$ cat config.mk
export PLATFORM = sky130hd
export DESIGN_NAME = window_ctrl_flat
export DESIGN_NICKNAME = d
export VERILOG_FILES = /design/src/rtl/window_ctrl_pkg.sv /design/src/rtl/window_ctrl_if.sv /design/src/rtl/win_addr_gen.sv /design/src/rtl/window_ctrl.sv /design/src/flat_wrapper.sv
export SDC_FILE = /design/constraint.sdc
export NUM_CORES = 1
export LEC_CHECK = 0
export ABC_AREA = 1
export CORE_MARGIN = 3
export CORE_UTILIZATION = 35
export DETAILED_ROUTE_END_ITERATION = 12
export PLACE_DENSITY_LB_ADDON = 0.25
export SETUP_SLACK_MARGIN = 0.05
export SLEW_MARGIN = 15
export SYNTH_ARGS = -nofsm -noshare
export SYNTH_HDL_FRONTEND = slang
export SYNTH_SLANG_ARGS = --single-unit
$ cat constraint.sdc
create_clock -name clk -period 5 [get_ports clk]
set_clock_uncertainty 0.05 [all_clocks]
set_input_delay 1 -clock clk [delete_from_list [all_inputs] [get_ports clk]]
set_output_delay 1 -clock clk [all_outputs]
set_load 0.02 [all_outputs]
$ cat src/rtl/window_ctrl_pkg.sv
// rtl/window_ctrl_pkg.sv - shared state encoding and index width for window_ctrl
package window_ctrl_pkg;

   // Buffer index ports and window coordinates are this wide.
   localparam int IDX_W = 32;

   typedef enum logic [2:0] {
      ST_IDLE      = 3'd0,
      ST_LOAD_FULL = 3'd1,
      ST_WIN       = 3'd2,
      ST_SHIFT     = 3'd3,
      ST_LOAD_COL  = 3'd4,
      ST_FINISH    = 3'd5
   } state_t;

endpackage

$ cat src/rtl/window_ctrl_if.sv
// rtl/window_ctrl_if.sv - memory read, Buffer control and window handshake bundle
interface window_ctrl_if #(
   parameter int AW = 16
) ();
   import window_ctrl_pkg::*;

   logic             start;
   logic             rd_req;
   logic [AW-1:0]    rd_addr;
   logic             rd_valid;
   logic [7:0]       rd_data;
   logic             buf_wr_en;
   logic             buf_shift_up;
   logic             buf_shift_left;
   logic [IDX_W-1:0] buf_idx_i;
   logic [IDX_W-1:0] buf_idx_j;
   logic [7:0]       buf_data_in;
   logic             win_valid;
   logic             win_ack;
   logic [IDX_W-1:0] win_row;
   logic [IDX_W-1:0] win_col;
   logic             busy;
   logic             done;

   modport master (
      input  start, rd_valid, rd_data, win_ack,
      output rd_req, rd_addr, buf_wr_en, buf_shift_up, buf_shift_left,
             buf_idx_i, buf_idx_j, buf_data_in, win_valid, win_row, win_col,
             busy, done
   );

   modport slave (
      output start, rd_valid, rd_data, win_ack,
      input  rd_req, rd_addr, buf_wr_en, buf_shift_up, buf_shift_left,
             buf_idx_i, buf_idx_j, buf_data_in, win_valid, win_row, win_col,
             busy, done
   );

endinterface

$ cat src/rtl/win_addr_gen.sv
// rtl/win_addr_gen.sv - pixel address from window corner plus in-window offset
module win_addr_gen
   import window_ctrl_pkg::*;
#(
   parameter int IMG_W = 8,
   parameter int AW    = 16
) (
   input  logic [IDX_W-1:0] win_row,
   input  logic [IDX_W-1:0] win_col,
   input  logic [IDX_W-1:0] idx_i,
   input  logic [IDX_W-1:0] idx_j,
   output logic [AW-1:0]    rd_addr
);

   // Row-major linear address; legal parameters keep the product below 2**AW.
   assign rd_addr = AW'((win_row + idx_i) * IDX_W'(IMG_W) + win_col + idx_j);

endmodule

$ cat src/rtl/window_ctrl.sv
// rtl/window_ctrl.sv - sliding-window sequencer: fills the Buffer and hands windows downstream
module window_ctrl
   import window_ctrl_pkg::*;
#(
   parameter int SIZE  = 4,
   parameter int IMG_W = 8,
   parameter int IMG_H = 8,
   parameter int AW    = 16
) (
   input  logic          clk,
   input  logic          rst,
   window_ctrl_if.master bus
);

   localparam logic [IDX_W-1:0] LAST    = IDX_W'(SIZE - 1);
   localparam logic [IDX_W-1:0] COL_MAX = IDX_W'(IMG_W - SIZE);
   localparam logic [IDX_W-1:0] ROW_MAX = IDX_W'(IMG_H - SIZE);
   localparam logic [IDX_W-1:0] ONE     = IDX_W'(1);

   state_t           state, state_n;
   logic [IDX_W-1:0] win_row, win_row_n;
   logic [IDX_W-1:0] win_col, win_col_n;
   logic [IDX_W-1:0] idx_i, idx_i_n;
   logic [IDX_W-1:0] idx_j, idx_j_n;
   logic             rd_req, wr_en, shift_left, win_valid, busy, done;
   logic [AW-1:0]    rd_addr;

   win_addr_gen #(
      .IMG_W (IMG_W),
      .AW    (AW)
   ) u_addr_gen (
      .win_row (win_row),
      .win_col (win_col),
      .idx_i   (idx_i),
      .idx_j   (idx_j),
      .rd_addr (rd_addr)
   );

   // State and window/element counters; reset drops straight back to IDLE.
   always_ff @(posedge clk or posedge rst) begin
      if (rst) begin
         state   <= ST_IDLE;
         win_row <= '0;
         win_col <= '0;
         idx_i   <= '0;
         idx_j   <= '0;
      end else begin
         state   <= state_n;
         win_row <= win_row_n;
         win_col <= win_col_n;
         idx_i   <= idx_i_n;
         idx_j   <= idx_j_n;
      end
   end

   // Next state, counter updates and per-state outputs.
   always_comb begin
      state_n    = state;
      win_row_n  = win_row;
      win_col_n  = win_col;
      idx_i_n    = idx_i;
      idx_j_n    = idx_j;
      rd_req     = 1'b0;
      wr_en      = 1'b0;
      shift_left = 1'b0;
      win_valid  = 1'b0;
      busy       = 1'b1;
      done       = 1'b0;
      case (state)
         ST_IDLE: begin
            busy = 1'b0;
            if (bus.start) begin
               win_row_n = '0;
               win_col_n = '0;
               idx_i_n   = '0;
               idx_j_n   = '0;
               state_n   = ST_LOAD_FULL;
            end
         end
         ST_LOAD_FULL: begin
            rd_req = 1'b1;
            wr_en  = bus.rd_valid;
            if (bus.rd_valid) begin
               if (idx_j == LAST) begin
                  idx_j_n = '0;
                  if (idx_i == LAST) begin
                     idx_i_n = '0;
                     state_n = ST_WIN;
                  end else begin
                     idx_i_n = idx_i + ONE;
                  end
               end else begin
                  idx_j_n = idx_j + ONE;
               end
            end
         end
         ST_WIN: begin
            win_valid = 1'b1;
            if (bus.win_ack) begin
               if (win_col < COL_MAX) begin
                  state_n = ST_SHIFT;
               end else if (win_row < ROW_MAX) begin
                  win_row_n = win_row + ONE;
                  win_col_n = '0;
                  idx_i_n   = '0;
                  idx_j_n   = '0;
                  state_n   = ST_LOAD_FULL;
               end else begin
                  state_n = ST_FINISH;
               end
            end
         end
         ST_SHIFT: begin
            // Only the new rightmost column needs fetching after the shift.
            shift_left = 1'b1;
            win_col_n  = win_col + ONE;
            idx_i_n    = '0;
            idx_j_n    = LAST;
            state_n    = ST_LOAD_COL;
         end
         ST_LOAD_COL: begin
            rd_req = 1'b1;
            wr_en  = bus.rd_valid;
            if (bus.rd_valid) begin
               if (idx_i == LAST) begin
                  idx_i_n = '0;
                  state_n = ST_WIN;
               end else begin
                  idx_i_n = idx_i + ONE;
               end
            end
         end
         ST_FINISH: begin
            done    = 1'b1;
            state_n = ST_IDLE;
         end
         default: state_n = ST_IDLE;
      endcase
   end

   assign bus.rd_req         = rd_req;
   assign bus.rd_addr        = rd_addr;
   assign bus.buf_wr_en      = wr_en;
   assign bus.buf_shift_up   = 1'b0;
   assign bus.buf_shift_left = shift_left;
   assign bus.buf_idx_i      = idx_i;
   assign bus.buf_idx_j      = idx_j;
   assign bus.buf_data_in    = bus.rd_data;
   assign bus.win_valid      = win_valid;
   assign bus.win_row        = win_row;
   assign bus.win_col        = win_col;
   assign bus.busy           = busy;
   assign bus.done           = done;

endmodule
$ cat src/flat_wrapper.sv
// flat-port wrapper written by rule: the top's interface ports become plain ports
module window_ctrl_flat import window_ctrl_pkg::*;
#(
   parameter int SIZE  = 4,
   parameter int IMG_W = 8,
   parameter int IMG_H = 8,
   parameter int AW    = 16
)
  (clk, rst, bus_start, bus_rd_valid, bus_rd_data, bus_win_ack, bus_rd_req, bus_rd_addr, bus_buf_wr_en, bus_buf_shift_up, bus_buf_shift_left, bus_buf_idx_i, bus_buf_idx_j, bus_buf_data_in, bus_win_valid, bus_win_row, bus_win_col, bus_busy, bus_done);
  window_ctrl_if #(.AW(AW)) bus_i ();
  input  logic clk;
  input  logic rst;
  input wire logic [$bits(bus_i.start)-1:0] bus_start;
  input wire logic [$bits(bus_i.rd_valid)-1:0] bus_rd_valid;
  input wire logic [$bits(bus_i.rd_data)-1:0] bus_rd_data;
  input wire logic [$bits(bus_i.win_ack)-1:0] bus_win_ack;
  output wire logic [$bits(bus_i.rd_req)-1:0] bus_rd_req;
  output wire logic [$bits(bus_i.rd_addr)-1:0] bus_rd_addr;
  output wire logic [$bits(bus_i.buf_wr_en)-1:0] bus_buf_wr_en;
  output wire logic [$bits(bus_i.buf_shift_up)-1:0] bus_buf_shift_up;
  output wire logic [$bits(bus_i.buf_shift_left)-1:0] bus_buf_shift_left;
  output wire logic [$bits(bus_i.buf_idx_i)-1:0] bus_buf_idx_i;
  output wire logic [$bits(bus_i.buf_idx_j)-1:0] bus_buf_idx_j;
  output wire logic [$bits(bus_i.buf_data_in)-1:0] bus_buf_data_in;
  output wire logic [$bits(bus_i.win_valid)-1:0] bus_win_valid;
  output wire logic [$bits(bus_i.win_row)-1:0] bus_win_row;
  output wire logic [$bits(bus_i.win_col)-1:0] bus_win_col;
  output wire logic [$bits(bus_i.busy)-1:0] bus_busy;
  output wire logic [$bits(bus_i.done)-1:0] bus_done;
  assign bus_i.start = bus_start;
  assign bus_i.rd_valid = bus_rd_valid;
  assign bus_i.rd_data = bus_rd_data;
  assign bus_i.win_ack = bus_win_ack;
  assign bus_rd_req = bus_i.rd_req;
  assign bus_rd_addr = bus_i.rd_addr;
  assign bus_buf_wr_en = bus_i.buf_wr_en;
  assign bus_buf_shift_up = bus_i.buf_shift_up;
  assign bus_buf_shift_left = bus_i.buf_shift_left;
  assign bus_buf_idx_i = bus_i.buf_idx_i;
  assign bus_buf_idx_j = bus_i.buf_idx_j;
  assign bus_buf_data_in = bus_i.buf_data_in;
  assign bus_win_valid = bus_i.win_valid;
  assign bus_win_row = bus_i.win_row;
  assign bus_win_col = bus_i.win_col;
  assign bus_busy = bus_i.busy;
  assign bus_done = bus_i.done;
  window_ctrl #(.SIZE(SIZE), .IMG_W(IMG_W), .IMG_H(IMG_H), .AW(AW)) u_core (.clk(clk), .rst(rst), .bus(bus_i));
endmodule
After elaboration in Yosys (flattened, before gate mapping) --
Index checks and enable logic that the tools add are counted.
Storage, ports and cells: bits in registers 131, word-level logic and storage cells 71
Operators by class: add/sub/neg operators 7, magnitude comparators 2, equality and inequality tests 14, muxes and demuxes 32, reductions and logical operators 11
Operator list (number):
- $mux W32 | 13
- $pmux W32 S5 | 1
- $add A32 B1 Y32 const B | 4
- $pmux W32 S4 | 1
- $pmux W32 S3 | 1
- $eq A32 B2 Y1 const B | 2
- $lt A32 B3 Y1 const B | 2
- $pmux W32 S2 | 1
- $add A16 B16 Y16 | 2
- $mux W3 | 8
- $pmux W3 S5 | 1
- $reduce_and A5 Y1 | 3
- $add A13 B13 Y13 | 1
- $ne A2 B2 Y1 const B | 5
- $reduce_and A8 Y1 | 1
- $eq A3 B2 Y1 const B | 2
- $eq A3 B3 Y1 const B | 2
- $mux W1 | 6
- $reduce_and A6 Y1 | 1
- $reduce_bool A5 Y1 | 1
- $ne A2 B1 Y1 const B | 2
- $reduce_bool A4 Y1 | 1
- $eq A3 B1 Y1 const B | 1
- $logic_not A3 Y1 | 1
- 3 further kinds | 3

Logic depth before layout (Yosys ltp) --
Gate-level depths: netlist of run 1.
depth after elaboration 5, mapped depth 19, gate-level depth less buffers 19

Cells and area by module --
From an unflattened synthesis of run 1, not the netlist that was laid out.
Second synthesis, totals: cells, all modules 1615, area total of the unflattened synthesis 10274.9 µm²
Modules (own cells, without submodules):
- window_ctrl | instances 1, cells an instance 1336, area each 8491.9 µm², seq. area each 3278.1 µm²
- win_addr_gen | instances 1, cells an instance 279, area each 1783.0 µm², seq. area each 0.0 µm²

Least setup slack after synthesis of run 1 --
OpenSTA, ideal clock, no wires.
path kind register to output, from reg u_core.idx_i[0] (netlist: u_core.bus.buf_idx_i[0]), to out bus_rd_addr[10], arrival time 3293 ps, data required time 3950 ps, setup slack 657 ps, stages on the path, launching flop included 17, path buffers 0, cell sequence dfrtp_1 ha_1 fa_1 nand3_1 nand2_1 xor2_1 fa_1 inv_1 ha_1 nand2_1 nand2_1 inv_1 o21ai_0 a21oi_1 nor2_1 nor2_1 xor2_1
On the way: cells in the longest elaborated chain, start to end 3
Ends and longest elaborated chain:
- from (decl) | RTL line window_ctrl.sv:23 | logic [IDX_W-1:0] idx_i, idx_i_n;
- from (signal assigned) | RTL line window_ctrl.sv:51 | idx_i <= idx_i_n;
- $add A13 B13 Y13 | RTL line win_addr_gen.sv:16 | assign rd_addr = AW'((win_row + idx_i) * IDX_W'(IMG_W) + win_col + idx_j);
- $add A16 B16 Y16 (2 in a row) | RTL line win_addr_gen.sv:16
- to (decl) | RTL line flat_wrapper.sv:18 | output wire logic [$bits(bus_i.rd_addr)-1:0] bus_rd_addr;
Every way passes these cells.

Final worst setup path of run 1 --
from reg u_core.win_row[4] (netlist: u_core.bus.win_row[4]), to out bus_rd_addr[13]
On the way: cells in the longest elaborated chain, start to end 3
Ends and longest elaborated chain:
- from (decl) | RTL line window_ctrl.sv:21 | logic [IDX_W-1:0] win_row, win_row_n;
- from (signal assigned) | RTL line window_ctrl.sv:49 | win_row <= win_row_n;
- $add A13 B13 Y13 | RTL line win_addr_gen.sv:16
- $add A16 B16 Y16 (2 in a row) | RTL line win_addr_gen.sv:16
Every way passes these cells.

==> qor.yml, run 1 <==
worstPathMaxFanout: 5
dpl_cell_area_mm2: 0.0123
leakagePower_nw: 6.17
syn_inst: 1666
peakVddDrop_mv: 0.222
tns_ns: 0
outcome: "complete, no violations"
setup_viol: 0
fp.dieW_um: 178
hold_buffers: 0
area_delta_synth_final_pct: 25.6
p_per_area_mw_per_mm2: 304
cts.sinks: 131
stdcell_area_mm2: 0.0130
synthArstFlopShare: 1.00
antenna_found_initial: 0
fmax_ghz: 0.209
clk_latency_ns: 0.44
synth_seq_cells: 131
tightest_slew_ns: 0.936
row_count: 62
grt_max_degree: 72
ys_top_cells_by_area: "dfrtp_1 (32%), nand2_1 (22%), nor2_1 (11%)"
grt_pass1_vias: 9891
placedCellCount: 2185
n_fill_cell: 3063
dr_total_vias: 10622
end_kind: "primary output"
synth_nets: 1726
avgSynthCellArea_um2: 6.19
crit_path_start_kind: "flip-flop"
path_clk_slew_ns: 0.08
grt_pass1_wl_um: 54200
yosysWarnings: 0
gp_congestion: 0.968
hold_violations: 0
drive_gt1_frac: 0.0687
hold_class: "reg2reg"
port_buffers: 154
yosysMostFrequentCell: "nand2_1"
syn_area_mm2: 0.0103
track_usage: 0.217
finalCriticalPeriod_ns: 4.80
synth_cell_types: 37
grt_overflow: 0
viasPerCell: 4.79
die_y_um: 178
cts-htree-levels: 4
synth_top_area_cell: "dfrtp_1"
crit_arrival_ns: 3.75
r2r_setup_slack_ns: 1.99
finalNonFillerCells: 2217
ys_seq_area_frac: 0.318
ys_top_cells_by_count: "nand2_1 (599), nor2_1 (310), nand3_1 (185)"
ios: 172
dieArea_mm2: 0.0316
clock-root-buffer: "clkbuf_16"
cts_inserted_buffers: 17
worstPathRequired_ns: 3.95
maxCapViolCount: 0
totalPowerFinal_mw: 3.94
cts_tree: "yes"
dominantRegCellSynth: "dfrtp_1"
place_hpwl_um: 26100
final_nets: 1880
core_mm2: 0.0289
num_antenna_cells: 0
routed_wl_um: 33900
finalMaxSlewViolations: 0
drtAntennaViolNets: 0
rsz0062_at_grt: "yes"
start_util: 0.357
maxSlewHeadroom: 0.376
wl_per_cell_um: 15.3
drtIter0Drc: 946
yosys.area.top_type_share: 0.318
drc_errors: 0
synth_edf_count: 0
cts_buffer_depth: 2
finalCritPeriodShare: 0.959
critPathKind: "reg2out"
dr.pass1.iters: 5
flip-flops by register name, summed over array words and instances (netlist names):
| signal | flops |
|---|---|
| u_core.bus.buf_idx_i | 32 |
| u_core.bus.buf_idx_j | 32 |
| u_core.bus.win_col | 32 |
| u_core.bus.win_row | 32 |
| u_core.state | 3 |
per-layer routing:
| metal | vias up | part of all wire | GRT usage |
|---|---|---|---|
| li1 | 5442 | - | - |
| met1 | 4881 | 0.47 | 0.306 |
| met2 | 271 | 0.46 | 0.352 |
| met3 | 28 | 0.047 | 0.0278 |
| met4 | 0 | 0.017 | 0.0563 |
| met5 | - | 0 | 0 |
placed cells by master, fill, tap and decap left out, types with 4 or more instances in the layout:
cell type / Yosys / routed
nor2_1: 310 / 307
ha_1: 33 / 26
a21oi_1: 21 / 15
nand4_1: 8 / 8
inv_6: 0 / 6
nand2_1: 599 / 598
o21bai_1: 4 / 4
nand3_1: 185 / 185
nor2_2: 11 / 14
xnor2_1: 16 / 16
fa_1: 14 / 13
inv_2: 17 / 18
o21ai_0: 18 / 16
nor3_1: 18 / 15
clkbuf_16: 0 / 17
dfrtp_1: 131 / 130
inv_1: 180 / 178
xor2_1: 30 / 30
ha_2: 0 / 5
inv_8: 0 / 6
nand2_2: 3 / 4
clkdlybuf4s50_1: 0 / 145
buf_4: 14 / 28
a21oi_2: 0 / 6
per-stage QoR:
step	hold slack (ns)	utilization	setup WS [ns]
floorplan	0.440	-	0.452
global placement	0.454	0.427	0.142
detailed placement	0.458	0.427	0.126
CTS	0.470	0.447	0.0508
global route	0.491	0.449	-0.00458
finish	0.467	0.449	0.204
worst max-delay path, stage by stage, from the launching register on:
cell	delay (ns)
dfrtp_1	0.38
ha_1	0.36
a21oi_1	0.24
o21ai_1	0.15
a21oi_2	0.17
nor2_1	0.06
nor2_1	0.10
xor2_1	0.18
fa_1	0.43
inv_1	0.08
ha_2	0.31
a21oi_2	0.15
inv_1	0.05
a31oi_1	0.14
nand3_1	0.14
xor2_1	0.21
buf_4	0.17
power by group:
group / switching [mW] / internal (mW) / total (mW)
registers: 0.0413 / 1.09 / 1.13
logic: 1.14 / 0.387 / 1.53
clock network: 0.608 / 0.671 / 1.28
total: 1.79 / 2.15 / 3.94
layout make-up:
type	instances	area, um^2	area share
Inverter	198	746	0.0575
Multi-Input combinational cell	1291	6140	0.473
Clock buffer	17	425	0.0328
Sequential cell	131	3280	0.253
Clock inverter	15	154	0.0119
Timing Repair Buffer	181	1740	0.134
Tap cell	384	480	0.0371
final timing paths:
check	startpoint	end	depth (start not counted)
worst max-delay path	u_core.bus.win_row[4]	bus_rd_addr[13]	16
worst min-delay path	u_core.bus.win_row[13]	u_core.bus.win_row[13]	2
worst max register to register	u_core.bus.buf_idx_j[0]	u_core.bus.buf_idx_i[4]	12
worst min register to register	u_core.bus.win_row[13]	u_core.bus.win_row[13]	2
max in group asynchronous	rst	u_core.bus.buf_idx_j[3]	3
min in group asynchronous	rst	u_core.bus.win_col[24]	2
cells by family (layout without fill, tap and decap cells):
group	Yosys count	in the layout	synth area share
XOR/XNOR	46	46	0.0391
other	1	1	0.000364
buffers and inverters	244	411	0.0964
flip-flops	131	131	0.318
adder cells (fa/ha/maj)	47	47	0.0672
AND/OR/NAND/NOR	1148	1148	0.453
AO/OA/AOI/OAI	49	49	0.0257
timing repair:
item,CTS,global route
pin swaps,0,5
setup endpoints to repair,8,9
setup buffers,0,0
gates resized for setup,22,31
Note: power is estimated with default switching activity, not from simulation.
==> run 2, diff against run 1 <==
CTS_CLUSTER_DIAMETER = 30   (was default)
GPL_TIMING_DRIVEN = 0   (was default)
==> run 2 against run 1 <==
  * Non-clock buffer count grew 44
  * Sequential share of layout area shrank 0.79 points
  * Critical path depth grew 4
  * Via count grew 2.5%
  * Die area is the same
  * First-iteration DRC count shrank 25%
  * Maximum frequency is essentially flat
  * Critical endpoint is now bus_rd_addr[15]
  * Cell area grew 3.7%
==> qor.yml, run 2 (same netlist as run 1, synthesis figures left out) <==
clock-root-buffer: "clkbuf_16"
core_mm2: 0.0289
regArea_mm2: 0.00329
n_fill_cell: 3035
num_antenna_cells: 0
met3_usage: 0.0306
finalMaxSlewViolations: 0
maxSlewHeadroom: 0.524
drtIter0Drc: 706
finalCriticalPeriod_ns: 4.79
outcome: "complete, no violations"
grt_use_met1: 0.305
path_clk_slew_ns: 0.07
dr_total_vias: 10885
p_per_area_mw_per_mm2: 306
tightest_slew_ns: 0.710
drtAntennaViolNets: 0
leakagePower_nw: 6.30
row_count: 62
rsz0062_at_grt: "yes"
finalNonFillerCells: 2261
end_kind: "primary output"
final_nets: 1924
viasPerCell: 4.81
cts_inserted_buffers: 17
final_cell_mix: "nand2_1 (594), nor2_1 (306), nand3_1 (184)"
final_common_cell: "nand2_1"
multi_input_area_mm2: 0.00632
track_usage: 0.223
cts-htree-levels: 4
grt_max_degree: 87
dieArea_mm2: 0.0316
wl_per_cell_um: 15.6
drc_errors: 0
tns_ns: 0
cts_tree: "yes"
use_met2: 0.367
routed_wl_um: 35200
finalCritPeriodShare: 0.958
critPathKind: "reg2out"
fp.dieW_um: 178
area_delta_synth_final_pct: 30.3
final_util: 0.466
antenna_found_initial: 0
hold_buffers: 0
top_usage_layer: "met2"
placedCellCount: 2213
hold_class: "reg2reg"
crit_path_start_kind: "flip-flop"
dr.pass1.iters: 6
crit_arrival_ns: 3.74
grt_overflow: 0
clk_latency_ns: 0.43
drive_gt1_frac: 0.0943
peakVddDrop_mv: 0.220
die_y_um: 178
place_hpwl_um: 27600
maxCapViolCount: 0
port_buffers: 162
cts_buffer_depth: 2
setup_viol: 0
worstPathMaxFanout: 4
hold_violations: 0
start_util: 0.357
grt_pass1_vias: 10130
cts.sinks: 131
worstPathRequired_ns: 3.95
fmax_ghz: 0.209
ios: 172
grt_pass1_wl_um: 55100
gp_congestion: 0.955
==> run 2: cell count changes in the layout (fill, tap and decap cells not counted), moves of 4 or more <==
| cell | previous run | this run |
|---|---|---|
| ha_4 | 2 | 11 |
| buf_2 | 2 | 18 |
| clkdlybuf4s50_1 | 145 | 153 |
| ha_1 | 26 | 19 |
| dfrtp_1 | 130 | 118 |
| dfrtp_2 | 1 | 13 |
| clkbuf_1 | 0 | 13 |
| nand2_1 | 598 | 594 |
==> run 2: worst paths after layout <==
| kind | from | to | slack [ns] | cells past startpoint |
|---|---|---|---|---|
| setup reg to reg | u_core.bus.buf_idx_j[0] | u_core.bus.buf_idx_i[20] | 2.23 | 11 |
| hold reg to reg | u_core.bus.win_row[18] | u_core.bus.win_row[18] | 0.46 | 2 |
| setup / recovery | u_core.bus.buf_idx_i[0] | bus_rd_addr[15] | 0.21 | 20 |
| hold / removal | u_core.bus.win_row[18] | u_core.bus.win_row[18] | 0.46 | 2 |
| max in group asynchronous | rst | u_core.bus.win_row[1] | 3.19 | 3 |
| min in group asynchronous | rst | u_core.bus.win_col[25] | 0.92 | 2 |
==> run 2: final cells by class <==
| class | instances | share of cell area |
|---|---|---|
| clock buffer | 17 | 0.0317 |
| tap | 384 | 0.0358 |
| buffer | 46 | 0.0187 |
| inverter | 198 | 0.0559 |
| clock inverter | 15 | 0.0120 |
| timing repair buffer | 179 | 0.131 |
| sequential | 131 | 0.245 |
| multi-input combinational | 1291 | 0.470 |
==> run 2: per-stage QoR <==
step	hold slack (ns)	total power, mW	instance area (um^2)	setup slack (ns)
final	0.463	4.11	13400	0.208
after global routing	0.496	4.37	13400	-0.0662
after CTS	0.471	4.13	13200	0.0201
after detailed placement	0.459	2.82	12500	-0.273
after global placement	0.452	2.80	12400	-1.69
after floorplan	0.440	2.21	10300	0.452
==> run 2: repair_timing <==
item                                    4_1_cts  5_1_grt
gates resized for setup                      44       51
buffers inserted                              5       11
pin swaps                                     2       18
endpoints found under the setup margin       10        9
==> run 2: power by group <==
part | total [mW] | switching (mW) | internal, mW
combinational | 1.67 | 1.22 | 0.452
sequential | 1.16 | 0.0606 | 1.09
clock | 1.29 | 0.579 | 0.710
total | 4.11 | 1.86 | 2.26
==> run 2: critical path, cell delays in order, from the launching register on <==
cell and delay, ns:
dfrtp_2 0.44, ha_4 0.18, fa_2 0.38, nand3_2 0.10
nand2_4 0.08, a21oi_4 0.14, nor2_1 0.06, nor2_1 0.13
xor2_1 0.24, fa_1 0.47, inv_2 0.09, ha_4 0.22
nand2_2 0.07, nor2_1 0.06, o21ai_1 0.07, nand3_1 0.10
nor2_2 0.15, inv_1 0.05, nand2_1 0.07, nand2_2 0.08
buf_6 0.14
==> run 2: layer usage <==
metal	wire length (um)	share of wire
met1	16200	0.46
met2	16300	0.46
met3	1920	0.055
met4	760	0.022
met5	0	0
==> run 3, diff against run 2 <==
ABC_CLOCK_PERIOD_IN_PS = 5000   (was default)
GPL_TIMING_DRIVEN = default   (was 0)
RECOVER_POWER = 50   (was default)
==> run 3 against run 2 <==
  * Sequential share of layout area is 0.83 points higher
  * The run now ends with max-capacitance violations, max-slew violations left
  * Worst setup slack got worse by 0.020 ns
  * Global-route usage is 0.60 points lower
  * Via count decreased by 2.4%
  * Cell count down 1.9%
  * Clock power is essentially flat
  * Routed wire length shrank 3.7%
  * Register-to-register slack lost 1.4 ns
  * Power shrank 4.6%
  * Utilization down 1.7 points
  * Combinational power decreased by 9.6%
  * Largest power group unchanged
==> qor.yml, run 3 (same netlist as run 1, synthesis figures left out) <==
totalPowerFinal_mw: 3.92
max_stage_delay_ns: 0.49
dpl_cell_area_mm2: 0.0123
setup_viol: 0
cts_inserted_buffers: 17
end_kind: "primary output"
cts_buffer_depth: 2
start_util: 0.357
stdcell_area_mm2: 0.0129
r2r-start: "u_core.state[0]"
num_antenna_cells: 0
port_buffers: 154
top_layer_used: "met4"
grt_pass1_wl_um: 54200
regArea_mm2: 0.00328
cts.sinks: 131
rsz0062_at_grt: "yes"
cp_top_family: "adder cells"
critPathKind: "reg2out"
cts_tree: "yes"
multi_input_area_mm2: 0.00613
ios: 172
grt_pass1_vias: 9891
die_y_um: 178
worstPathRequired_ns: 3.95
row_count: 62
hold_buffers: 0
finalMaxSlewViolations: 164
n_fill_cell: 3065
finalCriticalPeriod_ns: 4.81
place_hpwl_um: 26100
peakVddDrop_mv: 0.221
outcome: "complete, but fails checks"
crit_arrival_ns: 3.76
clock-root-buffer: "clkbuf_16"
drive_gt1_frac: 0.0655
hold_violations: 0
cts-htree-levels: 4
finalCritPeriodShare: 0.962
worstPathMaxFanout: 6
cp_cell_sequence: "ha_1 -> inv_1 -> nor3_1 -> nand3_1 -> nand4_1 -> xnor2_1 -> fa_1 -> inv_1 -> ha_1 -> nand2_1 -> nor2_1 -> nor2_1 -> nand3_1 -> nor2_2 -> inv_1 -> nand2_1 -> nand2_1 -> buf_4"
path_clk_slew_ns: 0.08
fp.dieW_um: 178
wl_met1_um: 16000
tns_ns: 0
critical-path-slowest-cell: "fa_1"
final_common_cell: "nand2_1"
wl_per_cell_um: 15.3
core_mm2: 0.0289
final_cell_mix: "nand2_1 (599), nor2_1 (308), nand3_1 (185)"
whs_ns: 0.461
dr.pass1.iters: 5
final_nets: 1880
drc_errors: 0
dieArea_mm2: 0.0316
setup_ws_ns: 0.188
grt_overflow: 0
hold_class: "reg2reg"
min_from: "u_core.bus.win_row[13]"
routed_wl_um: 33900
fmax_ghz: 0.208
clk_latency_ns: 0.44
p_per_area_mw_per_mm2: 303
maxSlewHeadroom: -0.894
viasPerCell: 4.79
postCtsSetupBuffers: 0
antenna_found_initial: 0
area_delta_synth_final_pct: 25.4
grt_max_degree: 72
dr_wl_met3_um: 1700
track_usage: 0.217
startpoint: "u_core.bus.buf_idx_i[10]"
violations: "max-capacitance violations, max-slew violations"
leakagePower_nw: 6.33
crit_path_start_kind: "flip-flop"
dp_slack_ns: 0.126
wl_met2_um: 15600
dr_total_vias: 10629
drtAntennaViolNets: 0
drtIter0Drc: 1034
tightest_slew_ns: 2.84
gp_congestion: 0.968
cp_num_buf_inv: 4
maxCapViolCount: 4
## run 3: stage by stage
step / std cells / utilization
after floorplan: 1666 / -
after global placement: 2185 / 0.427
after detailed placement: 2185 / 0.427
after CTS: 2217 / 0.447
after global routing: 2217 / 0.448
final: 2217 / 0.448
## run 3: worst min-delay path, stage by stage (launching register included)
cell	delay [ns]
dfrtp_1	0.39
inv_1	0.06
nor2_1	0.04
## run 3: area by class of cell
cell class	count	share of cell area
multi-input cells	1291	0.473
flip-flops and latches	131	0.253
repair buffers	181	0.134
inverters	198	0.0574
well taps	384	0.0371
clock buffers	17	0.0329
clock inverters	15	0.0119
## run 3: layer usage
| layer | up-vias | GRT usage |
|---|---|---|
| met1 | 4855 | 0.306 |
| li1 | 5450 | - |
| met3 | 32 | 0.0278 |
| met5 | - | 0 |
| met4 | 0 | 0.0563 |
| met2 | 292 | 0.352 |
## run 3: timing repair
| action | 4_1_cts | 5_1_grt |
|---|---|---|
| resized for setup | 22 | 31 |
| pin swaps | 0 | 5 |
| endpoints found under the setup margin | 8 | 9 |
## run 3: final timing paths
path	end	slack, ns	cells after the start
worst max-delay path	bus_rd_addr[15]	0.19	18
min in group asynchronous	u_core.bus.win_col[24]	1.97	2
worst max register to register	u_core.state[0]	0.84	12
worst min-delay path	u_core.bus.win_row[13]	0.46	2
max in group asynchronous	u_core.bus.buf_idx_i[9]	1.07	2
worst min register to register	u_core.bus.win_row[13]	0.46	2
## run 3: where the power goes
| group | leakage, nW | switching (mW) | total (mW) | internal (mW) |
|---|---|---|---|---|
| clock | 0.288 | 0.610 | 1.28 | 0.671 |
| sequential | 1.82 | 0.0403 | 1.13 | 1.09 |
| combinational | 4.22 | 1.14 | 1.51 | 0.372 |
